<file path="config.mk">
export PLATFORM = sky130hd
export DESIGN_NAME = sync_fifo
export DESIGN_NICKNAME = d
export VERILOG_FILES = /design/src/rtl/sync_fifo.sv
export SDC_FILE = /design/constraint.sdc
export NUM_CORES = 1
export LEC_CHECK = 0
export CAP_MARGIN = 20
export CORE_ASPECT_RATIO = 1.75
export CORE_UTILIZATION = 45
export DETAILED_ROUTE_END_ITERATION = 8
export DONT_BUFFER_PORTS = 1
export PLACE_DENSITY = 0.67
export SYNTH_ARGS = -nofsm -noshare
export SYNTH_HDL_FRONTEND = slang
export SYNTH_SLANG_ARGS = --single-unit
</file>
<file path="constraint.sdc">
create_clock -name clk -period 5.24 [get_ports clk]
set_input_delay 1.048 -clock clk [delete_from_list [all_inputs] [get_ports clk]]
set_output_delay 1.048 -clock clk [all_outputs]
set_load 0.02 [all_outputs]
</file>
<file path="src/rtl/sync_fifo.sv">
// sync_fifo: single-clock parametrised FIFO with an exact fill level,
// registered full/empty/almost flags, sticky overflow/underflow and a
// synchronous flush.
// Build option: define SYNC_FIFO_FWFT_EN for first-word-fall-through reads;
// when undefined, reads have one cycle of registered latency.
module sync_fifo #(
    parameter int unsigned DATA_WIDTH = 32,
    parameter int unsigned DEPTH      = 16,
    parameter int unsigned AF_THRESH  = DEPTH - 2,
    parameter int unsigned AE_THRESH  = 2
) (
    input  logic                      clk,
    input  logic                      rst,
    input  logic                      flush,
    input  logic                      wr_en,
    input  logic [DATA_WIDTH-1:0]     wr_data,
    output logic                      wr_full,
    output logic                      wr_almost_full,
    input  logic                      rd_en,
    output logic [DATA_WIDTH-1:0]     rd_data,
    output logic                      rd_valid,
    output logic                      rd_empty,
    output logic                      rd_almost_empty,
    output logic [$clog2(DEPTH):0]    level,
    output logic                      overflow,
    output logic                      underflow
);

    localparam int unsigned AW = $clog2(DEPTH);
    localparam int unsigned LW = AW + 1;

    logic [DATA_WIDTH-1:0] r_mem [DEPTH];
    logic [AW-1:0]         r_wr_ptr;
    logic [AW-1:0]         r_rd_ptr;
    logic [LW-1:0]         r_level;
    logic                  r_full;
    logic                  r_almost_full;
    logic                  r_empty;
    logic                  r_almost_empty;
    logic                  r_overflow;
    logic                  r_underflow;

    logic                  w_wr_acc;
    logic                  w_rd_acc;
    logic                  w_ovf_set;
    logic                  w_unf_set;
    logic [LW-1:0]         w_level_nxt;

    // Acceptance, error detection and next fill level; flush masks all requests.
    always_comb begin
        w_wr_acc    = 1'b0;
        w_rd_acc    = 1'b0;
        w_ovf_set   = 1'b0;
        w_unf_set   = 1'b0;
        w_level_nxt = r_level;
        if (flush) begin
            w_level_nxt = '0;
        end else begin
            w_wr_acc  = wr_en && !r_full;
            w_rd_acc  = rd_en && !r_empty;
            w_ovf_set = wr_en && r_full;
            w_unf_set = rd_en && r_empty;
            case ({w_wr_acc, w_rd_acc})
                2'b10:   w_level_nxt = r_level + LW'(1);
                2'b01:   w_level_nxt = r_level - LW'(1);
                default: w_level_nxt = r_level;
            endcase
        end
    end

    // Pointers, level, flags (decoded ahead from next level) and sticky errors.
    always_ff @(posedge clk) begin
        if (rst) begin
            r_wr_ptr       <= '0;
            r_rd_ptr       <= '0;
            r_level        <= '0;
            r_full         <= 1'b0;
            r_almost_full  <= 1'b0;
            r_empty        <= 1'b1;
            r_almost_empty <= 1'b1;
            r_overflow     <= 1'b0;
            r_underflow    <= 1'b0;
        end else begin
            if (flush) begin
                r_wr_ptr <= '0;
                r_rd_ptr <= '0;
            end else begin
                if (w_wr_acc) r_wr_ptr <= r_wr_ptr + AW'(1);
                if (w_rd_acc) r_rd_ptr <= r_rd_ptr + AW'(1);
            end
            r_level        <= w_level_nxt;
            r_full         <= (w_level_nxt == LW'(DEPTH));
            r_almost_full  <= (w_level_nxt >= LW'(AF_THRESH));
            r_empty        <= (w_level_nxt == '0);
            r_almost_empty <= (w_level_nxt <= LW'(AE_THRESH));
            if (w_ovf_set) r_overflow  <= 1'b1;
            if (w_unf_set) r_underflow <= 1'b1;
        end
    end

    // Storage array; contents are not reset.
    always_ff @(posedge clk) begin
        if (w_wr_acc) r_mem[r_wr_ptr] <= wr_data;
    end

`ifdef SYNC_FIFO_FWFT_EN
    // Head entry is presented whenever the FIFO holds data.
    assign rd_data  = r_empty ? '0 : r_mem[r_rd_ptr];
    assign rd_valid = !r_empty;
`else
    logic [DATA_WIDTH-1:0] r_rd_data;
    logic                  r_rd_valid;

    // Registered read: data lands one cycle after the accepting edge and holds.
    always_ff @(posedge clk) begin
        if (rst) begin
            r_rd_data  <= '0;
            r_rd_valid <= 1'b0;
        end else begin
            r_rd_valid <= w_rd_acc;
            if (w_rd_acc) r_rd_data <= r_mem[r_rd_ptr];
        end
    end

    assign rd_data  = r_rd_data;
    assign rd_valid = r_rd_valid;
`endif

    assign wr_full         = r_full;
    assign wr_almost_full  = r_almost_full;
    assign rd_empty        = r_empty;
    assign rd_almost_empty = r_almost_empty;
    assign level           = r_level;
    assign overflow        = r_overflow;
    assign underflow       = r_underflow;

endmodule

</file>
==> run summary <==
status: complete, no violations
Async SR Flop Fraction: 0
slew margin rel.: 0.3712
Post-Syn Instances: 1025
share of layout cells above drive strength 1: 0.2337
list of most frequent post-synthesis cells: edfxtp_1, mux4_2, mux2i_1
Die Span Y: 290.2 µm
DRC viols: 0
Clk pwr share: 0.424
VDD IR max: 0.2604 mV
Largest stage delay, worst path: 0.77 ns
clock skew: 0.03359 ns
Vias/cell: 5.747
TritonCTS Buffers: 47
P_sw: 1650 µW
Reg power frac: 0.563
fillcell total: 3571
Placed Instance Area: 22180 µm²
Hold Crit Depth: 2
clk buf depth: 3
Synth Warn #: 0
HPWL after DPL: 24100 µm
drt total wl: 42150 µm
critical-path cell with the highest stage delay: nor2_4
CP arrival: 3.31 ns
nets: 1093
clk_lat worst skew: 0.58 ns
CP startpoint kind: input port
1st-iter DRT viols: 690
gate family responsible for the most delay along the worst path: simple AND/OR/NAND/NOR gates
Period minus WS final: 3.073 ns
count of input and output buffers: 0
Synthesized Nets: 1070
Hold Crit Class: reg -> reg
post-synth top area share: 0.7197
Worst Max-Slew Pin Slew: 0.9431 ns
setup violators final: 0
first-pass GRT wire length: 63610 µm
pwr dens: 367.7 nW/µm²
row count: 105
vias in the first global route: 10104
Post-synth EDFFs: 512
RSZ-0062 raised after global routing: false
worst-case reg-to-reg path depth: 4
die span in x: 166.7 µm
synthesized area per cell: 20.84 µm²
Die ar.: 48380 µm²
fin. max-slew vios: 0
critical path data required time: 5.48 ns
Root Buffer Master: clkbuf_16
WS Path Type: in -> reg
instance count on the critical path: 4
sequential share of the synthesized area: 0.7684
final setup TNS: 0 ns
worst path bufs/invs: 1
sequential cell area: 16430 µm²
largest net degree at the start of global routing: 58
Worst Path Max Fanout: 21
Sink Count: 564
# diodes: 0
wire per inst: 25.16 µm
cell area after layout: 23920 µm²
post-CTS setup buffer count: 0
Gate power share: 0.014
vias after detailed routing: 9626
internal power: 7146 µW
Initial Util: 0.4555
area of the multi-input gates: 4788 µm²
Final Wtd Congestion: 0.7392
dominant cell type by area after synthesis: edfxtp_1
count of cells resized by post-cts repair: 0
Post-DRT Antenna Nets: 0
top area cells in the synthesized netlist: edfxtp_1, mux4_2, dfxtp_1
Net Sw Frac: 0.1876
leak pwr: 0.007179 µW
Clock transition at path regs: 0.07 ns
Yosys reg bits: 564
max-cap violation count: 0
Hold Buf Count CTS: 0
Post-Syn Area: 21360 µm²
Period Utilization, post-route: 0.5865
total global routing overflow: 0
core area: 46900 µm²
initial antenna violation count: 0
max frequency: 325.4 MHz
cell with the most instances after synthesis: edfxtp_1
I/O pin cnt: 81
Netlist cell types: 40
final count of hold timing violations: 0
number of H-tree levels: 2
crit end category: flip-flop
Area Growth Syn to Fin: 11.97%
GRT Total Usage: 0.1785
1st-pass router iterations: 5
CTS tree: yes
most used flip-flop cell after synthesis: edfxtp_1
worst path cell trace: nor3b_1 > nand2_1 > nor2_4 > buf_4
[worst register-to-register path: cells and delay by family, from the launching register on]
family | cells | cell delay [ns]
buffers and inverters | 1 | 0.39
and+or+nand+nor | 3 | 1.91
DFF | 1 | 0.41
[sequential cells by signal, summed over array words and instances (netlist names), 4 cells and up]
| name | cells |
|---|---|
| r_rd_ptr | 4 |
| rd_data | 32 |
| r_mem | 512 |
| r_wr_ptr | 4 |
| level | 5 |
[final timing paths]
path                                 start                  endpoint  slack, ns
hold / removal    r_rd_ptr[3]$_SDFFE_PP0P_  r_rd_ptr[3]$_SDFFE_PP0P_       0.55
setup / recovery                     flush    r_mem[6][29]$_DFFE_PP_       2.17
setup reg to reg        wr_full$_SDFF_PP0_    r_mem[6][29]$_DFFE_PP_       2.20
hold reg to reg   r_rd_ptr[3]$_SDFFE_PP0P_  r_rd_ptr[3]$_SDFFE_PP0P_       0.55
[final cells by class]
cell class | count | share of cell area
inverter | 5 | 0.0007846
sequential | 564 | 0.6867
tap | 588 | 0.03076
clock inverter | 26 | 0.01564
timing repair buffer | 30 | 0.01266
multi-input combinational | 400 | 0.2002
clock buffer | 62 | 0.05325
[cell families after synthesis]
| family | synth area share |
|---|---|
| mux | 0.1649 |
| simple gates | 0.02150 |
| fa+ha+maj | 0.004686 |
| xor+xnor | 0.006032 |
| buf+inv | 0.01294 |
| flops | 0.7684 |
| compound gates | 0.02149 |
[placed cells by master (no fill, tap or decap), types with 3 or more instances in the layout]
master       n
edfxtp_1   512
mux4_2     128
mux2i_1     64
nor2_1      50
dfxtp_1     49
clkbuf_16   48
a21oi_1     39
buf_4       25
o21ai_0     21
o21ai_1     15
nor2_4      13
nand2_1     12
clkbuf_1    12
bufinv_16    9
ha_1         8
xor2_1       7
clkinv_2     7
nand2b_1     6
inv_1        5
xnor2_1      5
nor3b_1      4
nor3_2       4
clkinv_1     4
a31oi_1      3
buf_12       3
dfxtp_4      3
[power by group through the flow]
| stage | logic (µW) | registers [µW] | clock network [µW] |
|---|---|---|---|
| floorplan | 97.9 | 5040 | 0 |
| global placement | 121 | 5050 | 0 |
| detailed placement | 123 | 5050 | 0 |
| CTS | 123 | 4950 | 3790 |
| global route | 132 | 4950 | 3940 |
| finish | 120 | 4950 | 3730 |
[stage by stage]
| step | cells | util | power (µW) | setup WS, ns | hold WS (ns) |
|---|---|---|---|---|---|
| global route | 1675 | 0.5100 | 9022 | 2.013 | 0.5360 |
| finish | 1675 | 0.5100 | 8797 | 2.167 | 0.5483 |
| detailed placement | 1583 | 0.4729 | 5171 | 1.625 | 0.5329 |
| CTS | 1671 | 0.5080 | 8866 | 2.195 | 0.5319 |
| floorplan | 1025 | - | 5138 | 0.7941 | 0.4817 |
| global placement | 1583 | 0.4729 | 5168 | 1.601 | 0.5207 |
[per-layer routing]
layer  track usage  part of all wire  up-vias
met2        0.3208              0.53      246
met1        0.2123              0.38     5098
met3       0.03595             0.059       72
met4       0.06143             0.027        0
met5             0                 0        -
li1              -                 -     4210
Power figures use the tool's default switching activity.
